<file path="config.mk">
export PLATFORM = sky130hd
export DESIGN_NAME = ftdi_fifo_emulator
export DESIGN_NICKNAME = d
export VERILOG_FILES = /design/src/rtl/ftdi_fifo_emulator.sv
export SDC_FILE = /design/constraint.sdc
export NUM_CORES = 1
export LEC_CHECK = 0
export CORE_MARGIN = 5
export CORE_UTILIZATION = 40
export DETAILED_ROUTE_END_ITERATION = 16
export PLACE_DENSITY = 0.66
export SLEW_MARGIN = 10
export SYNTH_ARGS = -nofsm -noshare
export SYNTH_HDL_FRONTEND = slang
export SYNTH_SLANG_ARGS = --single-unit
export TNS_END_PERCENT = 30
</file>
<file path="constraint.sdc">
create_clock -name clock -period 3 [get_ports clock]
set_input_delay 0.6 -clock clock [delete_from_list [all_inputs] [get_ports clock]]
set_output_delay 0.6 -clock clock [all_outputs]
set_load 0.02 [all_outputs]
</file>
<file path="src/rtl/ftdi_fifo_emulator.sv">
// Behavioural stand-in for an FTDI FT245-style FIFO bridge: host-side RX/TX byte
// streams on one side, active-low rxf_n/txe_n/rd_n/wr_n strobes toward the FPGA.
module ftdi_fifo_emulator #(
  parameter int unsigned DEPTH = 16,
  parameter int unsigned GAP   = 2
) (
  input  logic                     clock,
  input  logic                     reset,
  input  logic [7:0]               host_data,
  input  logic                     host_valid,
  output logic                     host_ready,
  output logic [7:0]               cap_data,
  output logic                     cap_valid,
  input  logic                     cap_ready,
  output logic                     rxf_n,
  output logic                     txe_n,
  input  logic                     rd_n,
  input  logic                     wr_n,
  output logic [7:0]               adbus_out,
  output logic                     adbus_oe,
  input  logic [7:0]               adbus_in,
  output logic [$clog2(DEPTH):0]   rx_count,
  output logic [$clog2(DEPTH):0]   tx_count,
  output logic                     proto_err
);

  localparam int unsigned AW = $clog2(DEPTH);
  localparam int unsigned CW = AW + 1;
  localparam int unsigned GW = (GAP > 1) ? $clog2(GAP) : 1;

  typedef enum logic [1:0] {RD_IDLE, RD_ACTIVE, RD_GAP} rd_state_e;
  typedef enum logic [1:0] {WR_IDLE, WR_ACTIVE, WR_GAP} wr_state_e;

  logic [7:0]    rx_mem_q [DEPTH];
  logic [7:0]    tx_mem_q [DEPTH];

  logic [AW-1:0] rx_wptr_q, rx_wptr_d, rx_rptr_q, rx_rptr_d;
  logic [AW-1:0] tx_wptr_q, tx_wptr_d, tx_rptr_q, tx_rptr_d;
  logic [CW-1:0] rx_cnt_q, rx_cnt_d, tx_cnt_q, tx_cnt_d;

  rd_state_e     rd_state_q, rd_state_d;
  wr_state_e     wr_state_q, wr_state_d;
  logic [GW-1:0] rd_gap_q, rd_gap_d, wr_gap_q, wr_gap_d;

  logic          rxf_n_q, rxf_n_d;
  logic          txe_n_q, txe_n_d;
  logic          adbus_oe_q, adbus_oe_d;
  logic [7:0]    adbus_out_q, adbus_out_d;
  logic          proto_err_q, proto_err_d;
  logic          host_ready_q, host_ready_d;
  logic          cap_valid_q, cap_valid_d;

  logic          both_low, rx_push, rx_pop, tx_push, tx_pop, rd_err, wr_err;

  assign both_low = !rd_n && !wr_n;
  assign rx_push  = host_valid && host_ready_q;
  assign tx_pop   = cap_valid_q && cap_ready;

  // Read FSM: a strobe is honoured only when rxf_n was already advertising data
  always_comb begin
    rd_state_d  = rd_state_q;
    rd_gap_d    = rd_gap_q;
    adbus_out_d = adbus_out_q;
    rx_pop      = 1'b0;
    rd_err      = 1'b0;
    case (rd_state_q)
      RD_IDLE: begin
        if (!rd_n) begin
          if (both_low || rxf_n_q) begin
            rd_err = 1'b1;
          end else begin
            rd_state_d  = RD_ACTIVE;
            adbus_out_d = rx_mem_q[rx_rptr_q];
          end
        end
      end
      RD_ACTIVE: begin
        if (rd_n) begin
          rx_pop     = 1'b1;
          rd_state_d = RD_GAP;
          rd_gap_d   = GW'(GAP - 1);
        end
      end
      RD_GAP: begin
        if (rd_gap_q == '0) begin
          rd_state_d = RD_IDLE;
        end else begin
          rd_gap_d = rd_gap_q - 1'b1;
        end
      end
      default: rd_state_d = RD_IDLE;
    endcase
    adbus_oe_d = (rd_state_d == RD_ACTIVE);
  end

  // Write FSM: the byte is captured on the strobe's leading edge
  always_comb begin
    wr_state_d = wr_state_q;
    wr_gap_d   = wr_gap_q;
    tx_push    = 1'b0;
    wr_err     = 1'b0;
    case (wr_state_q)
      WR_IDLE: begin
        if (!wr_n) begin
          if (both_low || txe_n_q) begin
            wr_err = 1'b1;
          end else begin
            tx_push    = 1'b1;
            wr_state_d = WR_ACTIVE;
          end
        end
      end
      WR_ACTIVE: begin
        if (wr_n) begin
          wr_state_d = WR_GAP;
          wr_gap_d   = GW'(GAP - 1);
        end
      end
      WR_GAP: begin
        if (wr_gap_q == '0) begin
          wr_state_d = WR_IDLE;
        end else begin
          wr_gap_d = wr_gap_q - 1'b1;
        end
      end
      default: wr_state_d = WR_IDLE;
    endcase
  end

  // Pointers, occupancy and the flags derived from next-cycle state
  always_comb begin
    rx_wptr_d    = rx_wptr_q + AW'(rx_push);
    rx_rptr_d    = rx_rptr_q + AW'(rx_pop);
    tx_wptr_d    = tx_wptr_q + AW'(tx_push);
    tx_rptr_d    = tx_rptr_q + AW'(tx_pop);
    rx_cnt_d     = rx_cnt_q + CW'(rx_push) - CW'(rx_pop);
    tx_cnt_d     = tx_cnt_q + CW'(tx_push) - CW'(tx_pop);
    rxf_n_d      = !((rd_state_d == RD_IDLE) && (rx_cnt_d != '0));
    txe_n_d      = !((wr_state_d == WR_IDLE) && (tx_cnt_d < CW'(DEPTH)));
    host_ready_d = (rx_cnt_d < CW'(DEPTH));
    cap_valid_d  = (tx_cnt_d != '0);
    proto_err_d  = proto_err_q || rd_err || wr_err;
  end

  always_ff @(posedge clock or posedge reset) begin
    if (reset) begin
      rx_wptr_q    <= '0;
      rx_rptr_q    <= '0;
      tx_wptr_q    <= '0;
      tx_rptr_q    <= '0;
      rx_cnt_q     <= '0;
      tx_cnt_q     <= '0;
      rd_state_q   <= RD_IDLE;
      wr_state_q   <= WR_IDLE;
      rd_gap_q     <= '0;
      wr_gap_q     <= '0;
      rxf_n_q      <= 1'b1;
      txe_n_q      <= 1'b1;
      adbus_oe_q   <= 1'b0;
      adbus_out_q  <= '0;
      proto_err_q  <= 1'b0;
      host_ready_q <= 1'b0;
      cap_valid_q  <= 1'b0;
    end else begin
      rx_wptr_q    <= rx_wptr_d;
      rx_rptr_q    <= rx_rptr_d;
      tx_wptr_q    <= tx_wptr_d;
      tx_rptr_q    <= tx_rptr_d;
      rx_cnt_q     <= rx_cnt_d;
      tx_cnt_q     <= tx_cnt_d;
      rd_state_q   <= rd_state_d;
      wr_state_q   <= wr_state_d;
      rd_gap_q     <= rd_gap_d;
      wr_gap_q     <= wr_gap_d;
      rxf_n_q      <= rxf_n_d;
      txe_n_q      <= txe_n_d;
      adbus_oe_q   <= adbus_oe_d;
      adbus_out_q  <= adbus_out_d;
      proto_err_q  <= proto_err_d;
      host_ready_q <= host_ready_d;
      cap_valid_q  <= cap_valid_d;
    end
  end

  // Storage arrays carry no reset; occupancy alone defines validity
  always_ff @(posedge clock) begin
    if (rx_push) begin
      rx_mem_q[rx_wptr_q] <= host_data;
    end
    if (tx_push) begin
      tx_mem_q[tx_wptr_q] <= adbus_in;
    end
  end

  assign host_ready = host_ready_q;
  assign cap_valid  = cap_valid_q;
  assign cap_data   = tx_mem_q[tx_rptr_q];
  assign rxf_n      = rxf_n_q;
  assign txe_n      = txe_n_q;
  assign adbus_out  = adbus_out_q;
  assign adbus_oe   = adbus_oe_q;
  assign rx_count   = rx_cnt_q;
  assign tx_count   = tx_cnt_q;
  assign proto_err  = proto_err_q;

endmodule

</file>
==> results of run 1 <==
==> registers in the layout (all words and copies together) (netlist names), 2 cells and up <==
register    count
tx_mem_q      128
rx_count        5
rx_mem_q      128
adbus_out       8
wr_state_q      2
rx_rptr_q       4
tx_wptr_q       4
tx_count        5
rx_wptr_q       4
rd_state_q      2
tx_rptr_q       4
==> worst register-to-register path: cells and delay by family (launching register included) <==
kind	cells	cell delay, ns
xor gates and xnor gates	1	0.14
and+or+nand+nor	3	0.66
DFF	1	0.41
AOI/OAI and AO/OA	2	0.34
adders and majority gates	3	0.91
buffers and inverters	1	0.04
==> cell usage after synthesis (all sizes together) <==
cell / n
a211o: 1
a21o: 4
a21oi: 5
a221o: 1
a22o: 1
a22oi: 1
a2bb2oi: 6
and2: 1
and4: 2
buf: 14
clkbuf: 10
dfrtp: 44
dfstp: 2
edfxtp: 256
fa: 2
ha: 18
inv: 16
mux2i: 14
mux4: 72
nand2: 9
nand2b: 4
nand3: 8
nand3b: 7
nor2: 35
nor2b: 4
nor3: 9
o211ai: 1
o21a: 2
o21ai: 9
o31ai: 1
or3: 6
xnor2: 10
xor2: 6
==> through the flow <==
stage	cell area (um2)	hold WS [ns]	TNS (ns)
after CTS	14240	0.4950	-0.4957
after detailed placement	13200	0.4860	-0.6948
after floorplan	11940	0.4458	0
after global placement	13200	0.4745	-0.3573
after global routing	14200	0.5213	-0.6421
final	14200	0.4979	-0.001739
==> layout by cell type, fill, tap and decap left out, types with 5 or more instances in the layout <==
cell type        count
edfxtp_1           256
nand3b_1             7
dfrtp_1             43
nand3_1              8
inv_1               14
mux4_2              64
ha_1                18
clkdlybuf4s50_1     45
buf_4               45
nand2_1              9
nor2_1              35
xor2_1               6
mux2i_1             14
o21ai_1              6
nor3_1               9
buf_6                8
clkinv_2             7
or3_1                6
xnor2_1             10
a21oi_1              5
a2bb2oi_1            6
mux4_1               8
bufinv_16            5
clkinv_1             6
clkbuf_16           31
==> power by group <==
part           leakage (nW)  total, mW  internal [mW]  switching [mW]
clock                 0.508       3.83           2.33            1.50
sequential             2.85       5.47           5.02           0.449
combinational          1.59       4.06           2.13            1.94
total                  4.95       13.4           9.48            3.89
==> routing by layer <==
| metal | vias up | GRT usage |
|---|---|---|
| li1 | 2562 | - |
| met1 | 2955 | 0.1750 |
| met2 | 110 | 0.2418 |
| met3 | 35 | 0.02400 |
| met4 | 2 | 0.03482 |
| met5 | - | 0 |
==> logic make-up after synthesis <==
| logic type | Yosys count | share of synthesized area |
|---|---|---|
| compound gates | 32 | 0.01824 |
| xor+xnor | 16 | 0.01174 |
| mux | 86 | 0.1551 |
| buf+inv | 40 | 0.01740 |
| fa+ha+maj | 20 | 0.02222 |
| flops | 302 | 0.7406 |
| simple gates | 85 | 0.03469 |
==> layout make-up <==
| class | count | share of cell area |
|---|---|---|
| multi-input combinational | 239 | 0.1992 |
| sequential | 302 | 0.6226 |
| clock buffer | 34 | 0.05612 |
| tap | 390 | 0.03436 |
| clock inverter | 21 | 0.01639 |
| inverter | 16 | 0.004229 |
| timing repair buffer | 103 | 0.06713 |
==> repair_timing <==
item | 4_1_cts | 5_1_grt
resized for setup | 53 | 16
hold endpoints to repair | 0 | 0
gates cloned | 1 | 0
buffers inserted | 1 | 0
endpoints found under the setup margin | 8 | 8
==> path summary, 6_finish.rpt <==
kind | slack, ns | to | start | depth (start not counted)
worst max-delay path | -0.002 | cap_data[0] | tx_rptr_q[0] | 4
worst min-delay path | 0.50 | rx_rptr_q[3] | rx_rptr_q[3] | 1
worst max register to register | 0.37 | cap_valid | wr_state_q[1] | 10
worst min register to register | 0.50 | rx_rptr_q[3] | rx_rptr_q[3] | 1
max in group asynchronous | 1.69 | tx_rptr_q[0] | reset | 2
min in group asynchronous | 0.62 | cap_valid | reset | 2
==> run_results.csv, run 1 <==
group,metric,value,unit
worst_setup_path,arrival,2.40,ns
detailed_routing,via_per_inst,5.126,
clocking,cts.path.max_buffers,3,
status,failed_checks,"setup timing",
floorplan,die_h,182.8,um
floorplan,fp-row-count,63,
grt,grt_max_degree,47,
yosys,seq_area_frac_synth,0.7406,
worst_setup_path,startpoint_type,"register",
clocking,worstSkewPairLatency,0.55,ns
timing,worst_slew_pin_slew,1.008,ns
worst_setup_path,cp_max_fo,7,
timing,slew_violations,0,
worst_setup_path,cpLargestDelayFamily,"multiplexers",
clocking,clk_pin_slew,0.06,ns
worst_setup_path,worstPathRequired,2.40,ns
cells_and_area,seq_area,8842,um2
yosys,yosys.cell_types.count,41,
detailed_routing,drcViolationCount,0,
floorplan,fp.dieW,182.8,um
run,timing.max_cap.violations,0,
grt,antenna_found_initial,1,
yosys,synthTopCellsByArea,"edfxtp_1 64%, dfrtp_1 9.2%, mux4_2 9.1%",
worst_setup_path,slowest_stage,"mux4_2",
detailed_routing,drt_iter0_drc,301,
yosys,avgSynthCellArea,20.55,um2
worst_setup_path,path_cells,"buf_12 -> mux4_2 -> mux4_2 -> buf_6",
cells_and_area,fillCellCount,2414,
placement,place_ws,-0.3472,ns
floorplan,die-area,33400,um2
clocking,root_buffer,"clkbuf_16",
cells_and_area,finalNonFillerCells,1105,
power_and_ir_drop,ir_drop,577.2,uV
yosys,yosysTopAreaCell,"edfxtp_1",
worst_setup_path,critPathMaxStageDelay,0.54,ns
status,outcome,"complete, but fails checks",
yosys,yosys_warnings,0,
grt,grt.total_usage,0.1363,
clocking,cts_buffers,30,
clocking,htree_num_levels,1,
grt,grt_pass1_wl,35.62,mm
cells_and_area,syn2layout_area_growth,18.97,%
worst_setup_path,critPathKind,"reg2out",
grt,grt_remaining_overflow,0,
detailed_routing,routedLengthMet1,9.151,mm
cells_and_area,antennaDiodeCount,0,
placement,portBuffers,53,
cells_and_area,final_util,0.4805,
detailed_routing,ant_nets,0,
timing,relSlewSlack,0.3271,
cells_and_area,layout.nets,734,
timing,rsz0062_at_grt,"true",
timing,fin_skew,0.01944,ns
yosys,netlist_area,11940,um2
timing,postLayoutSetupSlackWorst,-0.001739,ns
worst_hold_path,hold_path_class,"reg2reg",
detailed_routing,route.vias.total,5664,
power_and_ir_drop,power,13.37,mW
floorplan,core-area,29560,um2
worst_setup_path,endpoint_kind,"output port",
grt,grt_pass1_vias,6209,
detailed_routing,routed_wl,22.30,mm
power_and_ir_drop,power_leakage,4.952,nW
detailed_routing,first_pass_iters,4,
placement,gp_congestion,0.7780,
timing,hold_viol_final,0,
detailed_routing,top_layer,"met5",
yosys,ys_seq_elements,302,
yosys,synth_fp_nets,623,
placement,dp_hpwl,14.99,mm
floorplan,start_util,0.4039,
worst_setup_path,crit_top_cell,"mux4_2",
yosys,postSynthCellCount,581,
timing,setup_viol,1,
clocking,cts_hold_buf,0,
clocking,clock-sinks,302,
power_and_ir_drop,power.density,941.0,nW/um2
timing,fmax,333.1,MHz
floorplan,ios,54,
detailed_routing,route.met3.wl,982,um
detailed_routing,wl_met2,11.62,mm
clocking,cts_tree,"yes",
cells_and_area,drive_above_1_share,0.2434,
detailed_routing,wl_per_cell,20.18,um
timing,min_period_over_period,1.001,
worst_setup_path,path_buf_inv,2,
yosys,synth_top_area_frac,0.6440,
cells_and_area,multiInputGateArea,2829,um2
placement,dp_cells,1049,
timing,period_minus_slack,3.002,ns
Note: power is estimated with default switching activity, not from simulation.
==> run 2: changes to the inputs <==
- CTS_BUF_LIST: default -> sky130_fd_sc_hd__clkbuf_8
- MAX_ROUTING_LAYER: default -> met4
==> run 2 against run 1 <==
  * The flow still finishes with violations (setup timing)
  * Worst setup slack worse by 0.011 ns
  * Critical endpoint unchanged
  * Design area fell by 0.86%
  * Wire length rose by 0.72%
  * Sequential power about the same
  * Power down 4.5%
  * Core utilization fell by 0.41 points
  * Count of clock-buffer cells in the layout grew 21
  * Hold slack improved by 0.0032 ns
  * First-iteration DRC count up 21%
  * Largest power group unchanged
==> run_results.csv, run 2 (synthesis gave the netlist of run 1 again) <==
group,metric,value,unit
clocking,cts.path.max_buffers,3,
timing,hold_ws,0.5011,ns
grt,antenna_found_initial,1,
floorplan,die_h,182.8,um
detailed_routing,drt_iter0_drc,363,
power_and_ir_drop,internal-power,8.855,mW
clocking,cts_buffers,49,
timing,hold_viol_final,0,
placement,portBuffers,53,
grt,grt.total_usage,0.1418,
timing,setup_viol,1,
power_and_ir_drop,power.density,906.3,nW/um2
cells_and_area,layout.nets,753,
floorplan,ios,54,
worst_setup_path,reg2reg_depth,10,
power_and_ir_drop,p_comb_frac,0.320,
clocking,htree_num_levels,2,
timing,rsz0062_at_grt,"true",
cells_and_area,layout.cells.most_common,"edfxtp_1",
worst_setup_path,r2r-end,"cap_valid",
placement,dp_hpwl,14.99,mm
grt,grt_max_degree,47,
detailed_routing,routed_wl,22.46,mm
floorplan,fp.dieW,182.8,um
grt,grt_remaining_overflow,0,
cells_and_area,syn2layout_area_growth,17.94,%
worst_setup_path,arrival,2.41,ns
detailed_routing,first_pass_iters,4,
clocking,worstSkewPairLatency,0.54,ns
worst_hold_path,min_to,"rx_rptr_q[3]",
detailed_routing,wl_per_cell,19.70,um
clocking,clk_pin_slew,0.06,ns
timing,fin_skew,0.01402,ns
detailed_routing,ant_nets,0,
cells_and_area,seq_area,8842,um2
timing,period_minus_slack,3.013,ns
cells_and_area,fillCellCount,2451,
power_and_ir_drop,power_leakage,4.994,nW
placement,place_ws,-0.3472,ns
power_and_ir_drop,seqPwrFrac,0.429,
power_and_ir_drop,p_clk_frac,0.251,
worst_hold_path,min_path_cells,1,
timing,fmax,331.9,MHz
run,timing.max_cap.violations,0,
worst_setup_path,cp_max_fo,7,
floorplan,core-area,29560,um2
timing,worst_slew_pin_slew,1.022,ns
clocking,cts_tree,"yes",
cells_and_area,drive_above_1_share,0.2577,
power_and_ir_drop,ir_drop,542.3,uV
power_and_ir_drop,p_switching,3.905,mW
detailed_routing,drcViolationCount,0,
clocking,root_buffer,"clkbuf_8",
detailed_routing,route.vias.total,5780,
cells_and_area,multiInputGateArea,2821,um2
timing,postLayoutSetupSlackWorst,-0.01293,ns
worst_setup_path,worstPathRequired,2.40,ns
floorplan,start_util,0.4039,
worst_setup_path,cp-startpoint,"tx_rptr_q[0]",
cells_and_area,final_cell_mix,"256 x edfxtp_1, 66 x mux4_2, 55 x clkbuf_8, 45 x clkdlybuf4s50_1, 45 x buf_4",
worst_setup_path,endpoint_kind,"output port",
timing,slew_violations,0,
floorplan,fp-row-count,63,
status,failed_checks,"setup timing",
clocking,cts_hold_buf,0,
clocking,clock-sinks,302,
worst_hold_path,hp-start,"rx_rptr_q[3]",
worst_hold_path,hold_path_class,"reg2reg",
grt,grt_pass1_vias,6341,
detailed_routing,via_per_inst,5.070,
worst_setup_path,rrSetupSlack,0.37,ns
placement,gp_congestion,0.7886,
worst_setup_path,startpoint_type,"register",
timing,relSlewSlack,0.3188,
status,outcome,"complete, but fails checks",
timing,min_period_over_period,1.004,
worst_setup_path,reg2reg_from,"wr_state_q[1]",
worst_setup_path,critPathKind,"reg2out",
power_and_ir_drop,swShare,0.3060,
grt,grt_pass1_wl,35.94,mm
floorplan,die-area,33400,um2
## run 2: worst max-delay path by stage
stage / endpoint / slack (ns) / cells past startpoint
floorplan: cap_valid / 0.38 / 10
global placement: cap_valid / -0.22 / 11
detailed placement: cap_valid / -0.35 / 11
CTS: cap_data[5] / -0.12 / 5
global route: cap_data[0] / -0.11 / 4
finish: cap_data[0] / -0.01 / 4
## run 2: what timing repair did
item                       CTS  global route
buffers inserted             1             0
resized for setup           53            20
cloned                       1             0
setup endpoints to repair    8             8
## run 2: final cells by class
class / count / area share
flip-flops and latches: 302 / 0.6280
clock buffers: 55 / 0.05376
clock inverters: 34 / 0.01057
inverters: 16 / 0.004266
diodes: 1 / 0.0001777
well taps: 390 / 0.03466
multi-input cells: 239 / 0.2004
repair buffers: 103 / 0.06816
## run 2: layer usage
metal  track usage  vias to the layer above  share of wire  wire [um]
met2        0.2414                      132           0.52      11670
met3       0.02995                       36          0.050       1131
li1              -                     2606              -          -
met1        0.1757                     3006           0.41       9264
met4       0.03392                        0          0.017        388
met5             -                        -              0          0
## run 2: through the flow
stage | TNS, ns | utilization | instance area (um2) | total power, mW | cells
after floorplan | 0 | - | 11940 | 8.188 | 581
after global placement | -0.3573 | 0.4466 | 13200 | 9.415 | 1049
after detailed placement | -0.6948 | 0.4466 | 13200 | 9.580 | 1049
after CTS | -0.7173 | 0.4776 | 14120 | 12.90 | 1140
after global routing | -0.7702 | 0.4763 | 14080 | 13.50 | 1140
final | -0.01293 | 0.4763 | 14080 | 12.76 | 1140
## run 2: critical path: stages (launching register included)
cell and delay [ns]:
dfrtp_2 0.49, buf_12 0.17, mux4_2 0.54, mux4_2 0.52, buf_6 0.15
## run 2: power by group through the flow
stage | registers (mW) | logic [mW] | clock network, mW
floorplan | 5.48 | 2.71 | 0
global route | 5.54 | 4.45 | 3.51
CTS | 5.48 | 4.11 | 3.31
finish | 5.48 | 4.08 | 3.20
global placement | 5.51 | 3.90 | 0
detailed placement | 5.55 | 4.03 | 0
==> run 3: changes to the inputs <==
- GPL_ROUTABILITY_DRIVEN: default -> 0
==> results of run 3 <==
The final DEF is identical to that of run 2; final timing and power are the same.
